<file path="src/rtl/pw_setter.sv">
// Password enrollment: a 4-digit code is entered twice on one-hot keys and,
// when both entries agree, committed as the reference password for the checker.
module pw_setter #(
    parameter int          NUM_DIGITS = 4,
    parameter logic [15:0] DEFAULT_PW = 16'h0123,
    parameter int          ERR_CYCLES = 50
) (
    input  logic        clk,
    input  logic        rst,
    input  logic [9:0]  sw,
    input  logic        set_req,
    output logic [15:0] pw_digits,
    output logic        pw_valid,
    output logic        pw_done,
    output logic [6:0]  HEX4,
    output logic [6:0]  HEX3,
    output logic [6:0]  HEX2,
    output logic [6:0]  HEX1,
    output logic [6:0]  HEX0,
    output logic [4:0]  states
);

    localparam int CW = $clog2(NUM_DIGITS);
    localparam int TW = $clog2(ERR_CYCLES + 1);

    localparam logic [6:0] SEG_DASH  = 7'b0111111;
    localparam logic [6:0] SEG_BLANK = 7'b1111111;
    localparam logic [6:0] SEG_E     = 7'b0000110;
    localparam logic [6:0] SEG_R     = 7'b0101111;

    typedef enum logic [4:0] {
        IDLE    = 5'b00001,
        ENTER1  = 5'b00010,
        CONFIRM = 5'b00100,
        COMMIT  = 5'b01000,
        ERROR   = 5'b10000
    } state_t;

    typedef logic [NUM_DIGITS-1:0][3:0] code_t;

    state_t          state, state_next;
    logic [9:0]      sw_q;
    code_t           buf_a, buf_b, b_next, cur;
    logic [CW-1:0]   cnt, slot;
    logic [TW-1:0]   err_timer;
    logic [3:0]      digit;
    logic            one_hot, press, last, match, err_done;
    logic [6:0]      disp [NUM_DIGITS];

    function automatic logic [6:0] seg(input logic [3:0] d);
        case (d)
            4'd0:    seg = 7'b1000000;
            4'd1:    seg = 7'b1111001;
            4'd2:    seg = 7'b0100100;
            4'd3:    seg = 7'b0110000;
            4'd4:    seg = 7'b0011001;
            4'd5:    seg = 7'b0010010;
            4'd6:    seg = 7'b0000010;
            4'd7:    seg = 7'b1111000;
            4'd8:    seg = 7'b0000000;
            4'd9:    seg = 7'b0010000;
            default: seg = SEG_BLANK;
        endcase
    endfunction

    // A press is the first cycle of a single key going down from all-released.
    // NOTE: every signal driven in always_comb gets a default first so no latch is inferred.
    always_comb begin
        digit = '0;
        for (int i = 0; i < 10; i++)
            if (sw[i]) digit = 4'(i);
        one_hot  = (sw != '0) && ((sw & (sw - 10'd1)) == '0);
        press    = (sw_q == '0) && one_hot;
        last     = press && (cnt == CW'(NUM_DIGITS - 1));
        slot     = CW'(NUM_DIGITS - 1) - cnt;
        b_next   = buf_b;
        b_next[slot] = digit;
        match    = (buf_a == b_next);
        err_done = (err_timer == TW'(ERR_CYCLES - 1));
    end

    // NOTE: state and datapath registers use non-blocking assignments so every flop samples pre-edge values.
    always_ff @(posedge clk) begin
        if (rst) state <= IDLE;
        else     state <= state_next;
    end

    always_comb begin
        state_next = state;
        case (state)
            IDLE:    if (set_req) state_next = ENTER1;
            ENTER1:  if (last) state_next = CONFIRM;
            CONFIRM: if (last) state_next = match ? COMMIT : ERROR;
            COMMIT:  state_next = IDLE;
            ERROR:   if (err_done) state_next = IDLE;
            default: state_next = IDLE;
        endcase
    end

    // NOTE: the entry buffers are small register files, so they are reset explicitly rather than left undefined.
    always_ff @(posedge clk) begin
        if (rst) begin
            sw_q      <= '0;
            buf_a     <= '0;
            buf_b     <= '0;
            cnt       <= '0;
            err_timer <= '0;
            pw_digits <= DEFAULT_PW;
            pw_valid  <= 1'b0;
        end else begin
            sw_q <= sw;
            case (state)
                IDLE: if (set_req) begin
                    cnt   <= '0;
                    buf_a <= '0;
                    buf_b <= '0;
                end
                ENTER1: if (press) begin
                    buf_a[slot] <= digit;
                    cnt         <= last ? '0 : cnt + CW'(1);
                end
                CONFIRM: if (press) begin
                    buf_b[slot] <= digit;
                    cnt         <= last ? '0 : cnt + CW'(1);
                end
                COMMIT: begin
                    pw_digits <= buf_a;
                    pw_valid  <= 1'b1;
                end
                ERROR: err_timer <= err_done ? '0 : err_timer + TW'(1);
                default: ;
            endcase
        end
    end

    // Display: slot k of the active buffer goes on HEX(3-k) once it has been entered.
    always_comb begin
        states  = state;
        pw_done = (state == COMMIT);
        HEX4    = SEG_BLANK;
        cur     = (state == ENTER1) ? buf_a : buf_b;
        for (int k = 0; k < NUM_DIGITS; k++)
            disp[k] = SEG_DASH;
        case (state)
            ENTER1, CONFIRM: begin
                HEX4 = (state == ENTER1) ? seg(4'd1) : seg(4'd2);
                for (int k = 0; k < NUM_DIGITS; k++)
                    disp[NUM_DIGITS-1-k] = (k < int'(cnt)) ? seg(cur[NUM_DIGITS-1-k]) : SEG_BLANK;
            end
            ERROR: begin
                disp[3] = SEG_BLANK;
                disp[2] = SEG_E;
                disp[1] = SEG_R;
                disp[0] = SEG_R;
            end
            default: ;
        endcase
        HEX3 = disp[3];
        HEX2 = disp[2];
        HEX1 = disp[1];
        HEX0 = disp[0];
    end

endmodule
</file>
<file path="config.mk">
export PLATFORM = sky130hd
export DESIGN_NAME = pw_setter
export DESIGN_NICKNAME = d
export VERILOG_FILES = /design/src/rtl/pw_setter.sv
export SDC_FILE = /design/constraint.sdc
export NUM_CORES = 1
export LEC_CHECK = 0
export CAP_MARGIN = 30
export CORE_ASPECT_RATIO = 0.8
export CORE_MARGIN = 2
export CORE_UTILIZATION = 40
export CTS_BUF_LIST = sky130_fd_sc_hd__clkbuf_2
export CTS_CLUSTER_SIZE = 14
export DETAILED_ROUTE_END_ITERATION = 16
export GPL_TIMING_DRIVEN = 0
export PLACE_DENSITY_LB_ADDON = 0.12
export SLEW_MARGIN = 40
export SYNTH_ARGS = -nofsm -noshare
export SYNTH_HDL_FRONTEND = slang
export SYNTH_SLANG_ARGS = --single-unit
</file>
<file path="constraint.sdc">
create_clock -name clk -period 2.6 [get_ports clk]
set_input_delay 0.26 -clock clk [delete_from_list [all_inputs] [get_ports clk]]
set_output_delay 0.26 -clock clk [all_outputs]
set_load 0.05 [all_outputs]
</file>
==> summary.txt, run 1 <==
Critical path
  • Worst path slowest cell: dfxtp_4
  • Reg2reg end: states[4]$_SDFFE_PP0P_
  • CP Capture Point: HEX2[5]
  • WP data required: 2.34 ns
  • Worst reg2reg startpoint: cnt[1]$_SDFFE_PP0P_
  • Setup CP Type: reg2out
  • Top cell by count, worst path: buf_6
  • CP startpoint kind: flop
  • Arrival time worst endpoint: 2.82 ns
  • CP Max Fanout: 4
  • CP Capture Type: output port
  • R2R Setup Slk: 0.26 ns
  • Critical Path Source: states[3]$_SDFFE_PP0P_
  • Cell breakdown of the critical path: nor3_4 > and3b_2 > clkinv_8 > buf_12 > buf_6 > mux2i_4 > buf_8 > buf_6 > o211ai_1 > a21oi_4 > buf_6
  • Crit path largest cell delay: 0.40 ns
  • R2R depth: 9

Yosys
  • Largest family of logic cells by synthesized area: simple AND/OR/NAND/NOR gates
  • Register bit total from synthesis: 72
  • Adder-Cell Fraction of Synth Area: roughly 6.6%
  • FFs w/ async S/R, synth: 0%
  • Cells after Synth: between 500 and 600
  • Count leader, synth: dfxtp_1
  • Synth top area share: approximately a third
  • Synth Flop Type: dfxtp_1
  • Cell area after synthesis: 4160 um^2
  • Post-synth top area cell: dfxtp_1
  • Yosys cell types: 56
  • Post-synth EDFFs: 0
  • Post-Synth XOR/XNOR Area: 3.16%
  • Area contributors post-synth: dfxtp_1 (35%), ha_1 (6.6%), nand2_1 (5.4%)
  • Compound-cell area share of the yosys netlist: 19.5%
  • Mux share of post-synthesis cell area: slightly below 5%
  • Syn avg cell area: 8.18 um^2
  • Register area share after synthesis: approximately a third
  • Yosys warns: 0
  • Commonest cells in the netlist: dfxtp_1 (72), nand2_1 (60), o21ai_0 (36), a21oi_1 (34), nand3_1 (30)
  • Post-synthesis simple-gate area fraction: 24.8%

Floorplan
  • Site row count: 33
  • DIE HEIGHT: 95.2 um
  • Starting Density: 40.8%
  • Core Area: 10200 um^2
  • Die Area: between 10000 and 15000 um^2
  • IO Pins: 71
  • Die W: about 120 um

STA
  • Final setup TNS: -8.43 ns
  • Slew Viols, Final: 0
  • Tmin final: a little over 3 ns
  • Setup ws final: -0.485 ns
  • Worst hold slack: 0.0917 ns
  • Max_slew headroom: 52.5%
  • RSZ-0062 raised after global routing: yes
  • Clk_skew: 0.0137 ns
  • Final Hold Vio Count: 0
  • Final worst path period share: 119%
  • # setup viols final: 21
  • Fmax: 324 MHz
  • Measured slew at the worst slew-check pin: 0.709 ns

Final layout
  • Layout fillers: 917
  • Antenna diode instance count: 0
  • NumNets Final: roughly 650
  • Share of layout cells above drive strength 1: between 30% and 40%
  • Area Growth Syn to Fin: 44.6%

Route
  • Routed WL: 12300 um
  • Vias/cell: 5.42
  • Drt wl/cell: 16.3 um
  • DRT Pass-1 Iters: 5
  • Initial DRC Count: ~320
  • Vias: 4105
  • Metal2 WL: about 5600 um
  • Uppermost layer routed: met4
  • WL met3: 805 um
  • Drc violations: 0
  • Metal-1 WL: approximately 5800 um
  • Routed Antenna Nets: 0

Global route
  • Remaining Overflow, GRT: 0
  • Initial antenna violation count: 0
  • Vias in the first global route: 3628
  • Pin count of the biggest net entering global routing: 19
  • GRT Resource Usage Total: roughly a fifth
  • First-pass GRT wire length: 18700 um

Min path
  • Worst min-delay path class: in2reg

Run status
  • Failing checks: setup timing
  • Status: complete, but fails checks

Pwr
  • Leakage power: about 2.2 nW
  • Cell area power density: around 350 nW/um^2
  • Maximum vdd drop: roughly 0.25 mV

CTS
  • Max Buffers Root-to-Sink: 2
  • Number of H-tree levels: 3
  • Total CTS buffers: 9
  • Hold-fix buffers, CTS: 0
  • Clock tree from TritonCTS: built
  • Clock Sink Count: slightly above 70
  • Clock-pin transition on the worst setup and hold timing paths: 0.22 ns
  • Root Buffer: clkbuf_2
  • Latest clock arrival within the worst-skew pair: 0.53 ns

Place
  • GP Congestion: 0.903
  • I/O Buffers: around 60
  • Dpl hpwl: 8650 um
  • Pre-CTS setup slack: -0.956 ns

Flow run
  • Max Cap Viol: 0
[worst min-delay path by stage]
stage	from	to	slack, ns	cells after the start
floorplan	sw[0]	sw_q[0]$_SDFF_PP0_	0.39	1
global placement	buf_b[1]$_SDFFE_PP0P_	buf_b[1]$_SDFFE_PP0P_	0.44	1
detailed placement	pw_digits[6]$_SDFFE_PP0P_	pw_digits[6]$_SDFFE_PP0P_	0.45	2
CTS	sw[9]	sw_q[9]$_SDFF_PP0_	0.08	2
global route	sw[3]	sw_q[3]$_SDFF_PP0_	0.09	2
finish	sw[3]	sw_q[3]$_SDFF_PP0_	0.09	2
[where the power goes]
| group | total, mW | switching (mW) | internal [mW] | leakage [nW] |
|---|---|---|---|---|
| clock | 0.776 | 0.444 | 0.332 | 0.0888 |
| sequential | 1.12 | 0.00511 | 1.11 | 0.587 |
| combinational | 0.202 | 0.129 | 0.0727 | 1.51 |
| total | 2.10 | 0.579 | 1.52 | 2.18 |
[through the flow]
step                      cells  cell area [um^2]  total power, mW  utilization (%)
final                       758              6020             2.10             59.0
after global placement      715              5170             1.32             50.7
after detailed placement    715              5170             1.32             50.7
after floorplan             514              4390             1.27                -
after global routing        758              6020             2.17             59.0
after CTS                   745              5660             2.10             55.5
[flip-flops by register name, summed over array words and instances, names as in the netlist]
| signal | cells |
|---|---|
| buf_b | 16 |
| buf_a | 16 |
| sw_q | 10 |
| err_timer | 6 |
| pw_valid | 1 |
| cnt | 2 |
| pw_digits | 16 |
| states | 5 |
[cell usage in the layout (no fill, tap or decap), types with 11 or more instances in the layout]
master / instances
a21oi_1: 26
o2bb2ai_1: 13
nor2b_1: 18
nand2_1: 53
a31oi_1: 13
buf_4: 31
o21ai_0: 19
nor2_1: 24
clkdlybuf4s50_1: 31
dfxtp_1: 65
buf_6: 27
clkbuf_1: 14
mux2i_4: 11
inv_1: 11
nand3_1: 30
[metal layers]
| metal | track usage [%] | vias up |
|---|---|---|
| li1 | - | 1998 |
| met1 | 28.8 | 1930 |
| met2 | 33.5 | 156 |
| met3 | 4.78 | 21 |
| met4 | 4.12 | 0 |
| met5 | 0 | - |
[layout make-up]
type	count	area (um^2)	share of cell area, %
multi-input cells	385	2980	49.5
flip-flops and latches	72	1460	24.3
repair buffers	92	943	15.7
plain buffers	32	219	3.64
well taps	140	175	2.91
clock inverters	7	103	1.70
inverters	21	95.1	1.58
clock buffers	9	45.0	0.748
[critical path: cells and delay by family, from the launching register on]
family                 cells  cell delay [ns]
buffers and inverters      6             0.75
flip-flops                 1             0.40
AO/OA/AOI/OAI              2             0.45
AND/OR/NAND/NOR            2             0.49
multiplexers               1             0.18
[kinds of logic after synthesis]
| logic type | Yosys count |
|---|---|
| compound gates | 130 |
| xor+xnor | 15 |
| fa+ha+maj | 22 |
| buf+inv | 57 |
| flops | 72 |
| mux | 20 |
| other cells | 1 |
| simple gates | 192 |
[timing repair]
action / in CTS / in global routing
setup endpoints to repair: 28 / 27
setup buffers: 16 / 15
gates resized for setup: 213 / 55
pin swaps: 10 / 26
No activity file was read; power rests on OpenSTA's default activity.
==> inputs of run 2 (changes only) <==
--- a/config.mk
+++ b/config.mk
@@ -13,7 +13,7 @@
 export CTS_CLUSTER_SIZE = 14
 export DETAILED_ROUTE_END_ITERATION = 16
 export GPL_TIMING_DRIVEN = 0
-export PLACE_DENSITY_LB_ADDON = 0.12
+export PLACE_DENSITY_LB_ADDON = 0.08
 export SLEW_MARGIN = 40
 export SYNTH_ARGS = -nofsm -noshare
 export SYNTH_HDL_FRONTEND = slang
==> summary.txt, run 2 (synthesis results as in run 1) <==
Route
  • Routed WL: 11800 um (-4.8%)
  • DRT Pass-1 Iters: 4 (-1)
  • Vias/cell: 5.28 (-2.5%)
  • Initial DRC Count: 285 (-9.8%)
  • Drc violations: 0 (unchanged)
  • Routed Antenna Nets: 0 (unchanged)
  • Vias: 3946 (-3.9%)
  • Drt wl/cell: 15.7 um (-3.4%)

Pwr
  • Cell area power density: 331 nW/um^2 (-5.1%)
  • Pint: 1.32 mW (-13%)
  • Net switching power figure: 0.566 mW (-2.2%)
  • Switching share of power: 30.1% (+2.5 points)
  • Combinational power share: 10.6% (+1.0 points)
  • Clk pwr share: 30.0% (-7.0 points)
  • Maximum vdd drop: 0.245 mV (-1.5%)
  • Leakage power: 2.09 nW (-4.1%)
  • Reg power frac: 59.4% (+6.1 points)
  • Overall power: 1.88 mW (-10%)

Global route
  • Pin count of the biggest net entering global routing: 19 (unchanged)
  • Remaining Overflow, GRT: 0 (unchanged)
  • Initial antenna violation count: 0 (unchanged)
  • Vias in the first global route: 3599 (-0.80%)
  • GRT Resource Usage Total: 21.6% (+0.81 points)
  • First-pass GRT wire length: 18900 um (+0.88%)

Run status
  • Status: complete, but fails checks
  • Failing checks: setup timing

Final layout
  • Area Growth Syn to Fin: 36.8%
  • Cell area after layout: 5690 um^2 (-5.4%)
  • Largest regs: buf_a (16), buf_b (16), pw_digits (16)
  • Antenna diode instance count: 0 (unchanged)
  • Most frequent cells in the layout: dfxtp_1 (65), nand2_1 (56), clkdlybuf4s50_1 (31)
  • Layout fillers: 965 (+5.2%)
  • Commonest non-fill, non-tap cell in the layout: dfxtp_1
  • Share of layout cells above drive strength 1: 25.5% (-5.0 points)
  • NumNets Final: 637 (-1.7%)

Floorplan
  • Core Area: 10200 um^2 (unchanged)
  • Die Area: 11200 um^2 (unchanged)
  • Die W: 118 um (unchanged)
  • DIE HEIGHT: 95.2 um (unchanged)
  • IO Pins: 71 (unchanged)
  • Starting Density: 40.8% (unchanged)
  • Site row count: 33 (unchanged)

CTS
  • Total CTS buffers: 9 (unchanged)
  • Latest clock arrival within the worst-skew pair: 0.57 ns (+0.04 ns)
  • Max Buffers Root-to-Sink: 2 (unchanged)
  • Clock Sink Count: 72 (unchanged)
  • Clock tree from TritonCTS: built
  • Clock-pin transition on the worst setup and hold timing paths: 0.20 ns (-0.02 ns)
  • Root Buffer: clkbuf_2
  • Number of H-tree levels: 3 (unchanged)
  • Hold-fix buffers, CTS: 0 (unchanged)

STA
  • Clk_skew: 0.0462 ns (+0.0324 ns)
  • Measured slew at the worst slew-check pin: 0.672 ns (-0.0377 ns)
  • RSZ-0062 raised after global routing: yes
  • Final worst path period share: 117% (-1.5 points)
  • Slew Viols, Final: 0 (unchanged)
  • # setup viols final: 21 (unchanged)
  • Tmin final: 3.05 ns (-0.0386 ns)
  • Worst hold slack: 0.0890 ns (-0.00273 ns)
  • Fmax: 328 MHz (+1.3%)
  • Setup ws final: -0.446 ns (+0.0386 ns)
  • Max_slew headroom: 55.0% (+2.5 points)
  • Final Hold Vio Count: 0 (unchanged)

Critical path
  • CP startpoint kind: flop
  • CP Capture Type: output port
  • CP Max Fanout: 10 (+6)
  • WP data required: 2.34 ns (about the same)
  • Arrival time worst endpoint: 2.79 ns (-0.03 ns)
  • Setup CP Type: reg2out

Place
  • Pre-CTS setup slack: -0.956 ns (+0.000797 ns)
  • I/O Buffers: 61 (unchanged)
  • Placed Area: 5180 um^2 (about the same)
  • Dpl hpwl: 8670 um (+0.22%)
  • GP Congestion: 0.879 (-2.6%)

Min path
  • Worst min-delay path class: in2reg

Flow run
  • Max Cap Viol: 0 (unchanged)
run 2: cell types whose count changed in the layout (fill, tap and decap cells not counted), sizes merged:
cell,change
buf,-12
bufinv,-2
clkdlybuf4s18,-1
dlygate4sd2,+4
dlymetal6s2s,-1
inv,+1
run 2: what timing repair did:
item	CTS	global route
pin swaps	5	6
resized for setup	213	24
setup endpoints to repair	30	29
buffers inserted	17	3
run 2: metal layers:
layer	track usage, %	up-vias	routed length, um	part of all wire, %
met5	0	-	0	0
met3	5.20	9	749	6.4
met4	6.02	0	109	0.93
li1	-	1986	-	-
met2	33.2	109	5110	43
met1	30.3	1842	5790	49
run 2: final timing paths:
kind                                                   to  depth (start not counted)                       from  slack, ns
worst max-delay path                              HEX2[4]                         11     states[0]$_SDFFE_PP1P_      -0.45
worst min-delay path                   sw_q[3]$_SDFF_PP0_                          2                      sw[3]       0.09
worst min register to register  pw_digits[2]$_SDFFE_PP0P_                          2  pw_digits[2]$_SDFFE_PP0P_       0.47
worst max register to register     states[4]$_SDFFE_PP0P_                          9        cnt[1]$_SDFFE_PP0P_       0.22
run 2: through the flow:
| stage | setup TNS, ns | cells | util (%) |
|---|---|---|---|
| after floorplan | -0.0361 | 514 | - |
| after global routing | -9.86 | 747 | 55.8 |
| after CTS | -7.39 | 746 | 55.2 |
| after detailed placement | -30.08 | 715 | 50.8 |
| after global placement | -29.81 | 715 | 50.7 |
| final | -6.53 | 747 | 55.8 |
run 2: worst max-delay path, cell delays in order, from the launching register on:
cell     delay, ns
dfxtp_4       0.39
nor3_4        0.18
and3b_2       0.31
inv_8         0.10
mux2i_4       0.26
inv_2         0.08
ha_2          0.19
mux2_2        0.25
nand2_1       0.08
o21ai_2       0.07
a31oi_4       0.13
buf_6         0.17
run 2: area by class of cell:
type                       instances  area, um^2  area share, %
clock buffer                      10        50.0          0.879
multi-input combinational        385        2860           50.3
clock inverter                     6        41.3          0.725
tap                              140         175           3.08
inverter                          21        90.1           1.58
timing repair buffer              81         792           13.9
buffer                            32         220           3.87
sequential                        72        1460           25.7
run 2: power groups by stage:
stage               registers, mW  clock network, mW  logic, mW
floorplan                    1.15                  0      0.120
global placement             1.14                  0      0.184
detailed placement           1.14                  0      0.186
CTS                          1.12              0.574      0.197
global route                 1.12              0.618      0.213
finish                       1.12              0.564      0.200
==> inputs of run 3 (changes only) <==
--- a/config.mk
+++ b/config.mk
@@ -5,10 +5,11 @@
 export SDC_FILE = /design/constraint.sdc
 export NUM_CORES = 1
 export LEC_CHECK = 0
+export ABC_CLOCK_PERIOD_IN_PS = 2600
 export CAP_MARGIN = 30
 export CORE_ASPECT_RATIO = 0.8
 export CORE_MARGIN = 2
-export CORE_UTILIZATION = 40
+export CORE_UTILIZATION = 35
 export CTS_BUF_LIST = sky130_fd_sc_hd__clkbuf_2
 export CTS_CLUSTER_SIZE = 14
 export DETAILED_ROUTE_END_ITERATION = 16
==> summary.txt, run 3 (synthesis results as in run 1) <==
STA
  • Clk_skew: 0.0229 ns (-0.0232 ns)
  • Final Hold Vio Count: 0 (unchanged)
  • # setup viols final: 21 (unchanged)
  • Slew Viols, Final: 0 (unchanged)
  • Final setup TNS: -7.38 ns (-0.847 ns)
  • RSZ-0062 raised after global routing: yes
  • Final worst path period share: 119% (+1.9 points)
  • Setup ws final: -0.496 ns (-0.0501 ns)
  • Measured slew at the worst slew-check pin: 0.708 ns (+0.0367 ns)
  • Max_slew headroom: 52.6% (-2.5 points)
  • Fmax: 323 MHz (-1.6%)
  • Tmin final: 3.10 ns (+0.0501 ns)

Global route
  • Vias in the first global route: 3835 (+6.6%)
  • Remaining Overflow, GRT: 0 (unchanged)
  • First-pass GRT wire length: 19700 um (+4.4%)
  • Pin count of the biggest net entering global routing: 19 (unchanged)
  • GRT Resource Usage Total: 19.6% (-2.0 points)
  • Initial antenna violation count: 0 (unchanged)

Critical path
  • R2R Setup Slk: 0.12 ns (-0.10 ns)
  • CP startpoint kind: flop
  • CP Capture Type: output port
  • Cell breakdown of the critical path: nor3_4 > and3b_2 > buf_12 > inv_8 > mux2i_4 > inv_2 > ha_4 > mux2_4 > nand2_4 > o21ai_4 > a31oi_4 > buf_6
  • Worst path slowest cell: dfxtp_4
  • CP bufs+invs: 4 (+1)
  • Critical path's top delay family: simple AND/OR/NAND/NOR gates
  • CP Max Fanout: 5 (-5)
  • Crit path largest cell delay: 0.41 ns (+0.02 ns)
  • Arrival time worst endpoint: 2.84 ns (+0.05 ns)
  • Setup CP Type: reg2out
  • WP data required: 2.34 ns (about the same)

Pwr
  • Leakage power: 2.20 nW (+5.2%)
  • Cell area power density: 343 nW/um^2 (+3.8%)
  • Maximum vdd drop: 0.197 mV (-20%)

CTS
  • Latest clock arrival within the worst-skew pair: 0.55 ns (-0.02 ns)
  • Total CTS buffers: 9 (unchanged)
  • Max Buffers Root-to-Sink: 2 (unchanged)
  • Clock tree from TritonCTS: built
  • Clock Sink Count: 72 (unchanged)
  • Clock-pin transition on the worst setup and hold timing paths: 0.22 ns (+0.02 ns)
  • Number of H-tree levels: 3 (unchanged)
  • Root Buffer: clkbuf_2

Floorplan
  • Die W: 126 um (+6.7%)
  • IO Pins: 71 (unchanged)
  • DIE HEIGHT: 102 um (+6.6%)
  • Core Area: 11600 um^2 (+13%)
  • Die Area: 12800 um^2 (+14%)
  • Site row count: 35 (+6.1%)
  • Starting Density: 36.0% (-4.8 points)

Final layout
  • Layout fillers: 1122 (+16%)
  • Antenna diode instance count: 0 (unchanged)
  • Area Growth Syn to Fin: 44.3%
  • Most frequent cells in the layout: dfxtp_1 (65), nand2_1 (52), buf_4 (35)
  • NumNets Final: 653 (+2.5%)
  • Cell area after layout: 6010 um^2 (+5.5%)
  • Share of layout cells above drive strength 1: 30.8% (+5.3 points)
  • Largest regs: buf_a (16), buf_b (16), pw_digits (16)
  • Commonest non-fill, non-tap cell in the layout: dfxtp_1

Run status
  • Status: complete, but fails checks
  • Failing checks: setup timing

Place
  • I/O Buffers: 61 (unchanged)
  • Dpl hpwl: 8970 um (+3.5%)
  • GP Congestion: 0.841 (-4.3%)
  • Placed Area: 5190 um^2 (+0.19%)

Route
  • Routed WL: 12500 um (+6.2%)
  • Vias/cell: 5.25 (-0.61%)
  • Drc violations: 0 (unchanged)
  • DRT Pass-1 Iters: 4 (unchanged)
  • Drt wl/cell: 16.2 um (+2.8%)
  • Routed Antenna Nets: 0 (unchanged)
  • Vias: 4048 (+2.6%)
  • Initial DRC Count: 268 (-6.0%)

Min path
  • Worst min-delay path class: in2reg

Flow run
  • Max Cap Viol: 0 (unchanged)
-- run 3: final timing paths --
check / from / end / cells past startpoint
setup / recovery: states[4]$_SDFFE_PP0P_ / HEX2[4] / 12
setup reg to reg: cnt[1]$_SDFFE_PP0P_ / states[4]$_SDFFE_PP0P_ / 9
hold / removal: sw[3] / sw_q[3]$_SDFF_PP0_ / 2
hold reg to reg: pw_digits[6]$_SDFFE_PP0P_ / pw_digits[6]$_SDFFE_PP0P_ / 2
-- run 3: area by class of cell --
cell class | count | area, um^2 | share of cell area (%)
Tap cell | 148 | 185 | 3.08
Inverter | 21 | 92.6 | 1.54
Clock buffer | 9 | 45.0 | 0.750
Sequential cell | 72 | 1460 | 24.3
Clock inverter | 7 | 95.1 | 1.58
Timing Repair inverter | 1 | 6.26 | 0.104
Multi-Input combinational cell | 385 | 2980 | 49.6
Buffer | 32 | 214 | 3.56
Timing Repair Buffer | 96 | 930 | 15.5
-- run 3: where the power goes --
group	switching, mW	internal [mW]	leakage, nW	total [mW]
registers	0.00519	1.11	0.587	1.12
clock network	0.421	0.319	0.0823	0.741
logic	0.133	0.0703	1.53	0.203
total	0.559	1.50	2.20	2.06
-- run 3: worst reg2reg max path, stage by stage (launching register included) --
cell	delay (ns)
dfxtp_2	0.49
inv_1	0.09
ha_1	0.32
nor2_1	0.14
a211o_1	0.11
nand4_1	0.08
or4_1	0.51
nor4_1	0.28
nand3_1	0.21
o2bb2ai_1	0.17
-- run 3: per-stage QoR --
stage                     utilization [%]  cells  setup WS [ns]  hold slack, ns  total power [mW]
final                                52.0    771         -0.496          0.0777              2.06
after global placement               44.8    723         -0.828           0.444              1.33
after detailed placement             44.9    723         -0.922           0.450              1.33
after global routing                 52.0    771         -0.647          0.0436              2.15
after floorplan                         -    514        -0.0110           0.388              1.27
after CTS                            48.7    752         -0.559          0.0285              2.08
-- run 3: layer usage --
layer  vias to the layer above  track usage (%)  part of all wire [%]
li1                       2012                -                     -
met1                      1940             26.6                    48
met2                        83             31.6                    46
met3                        13             4.28                   4.5
met4                         0             5.66                   1.4
met5                         -                0                     0
-- run 3: what timing repair did --
item | CTS | global route
resized for setup | 197 | 81
setup endpoints to repair | 30 | 30
pin swaps | 10 | 18
setup buffers | 15 | 20
hold buffers | 0 | 0
cloned | 0 | 1
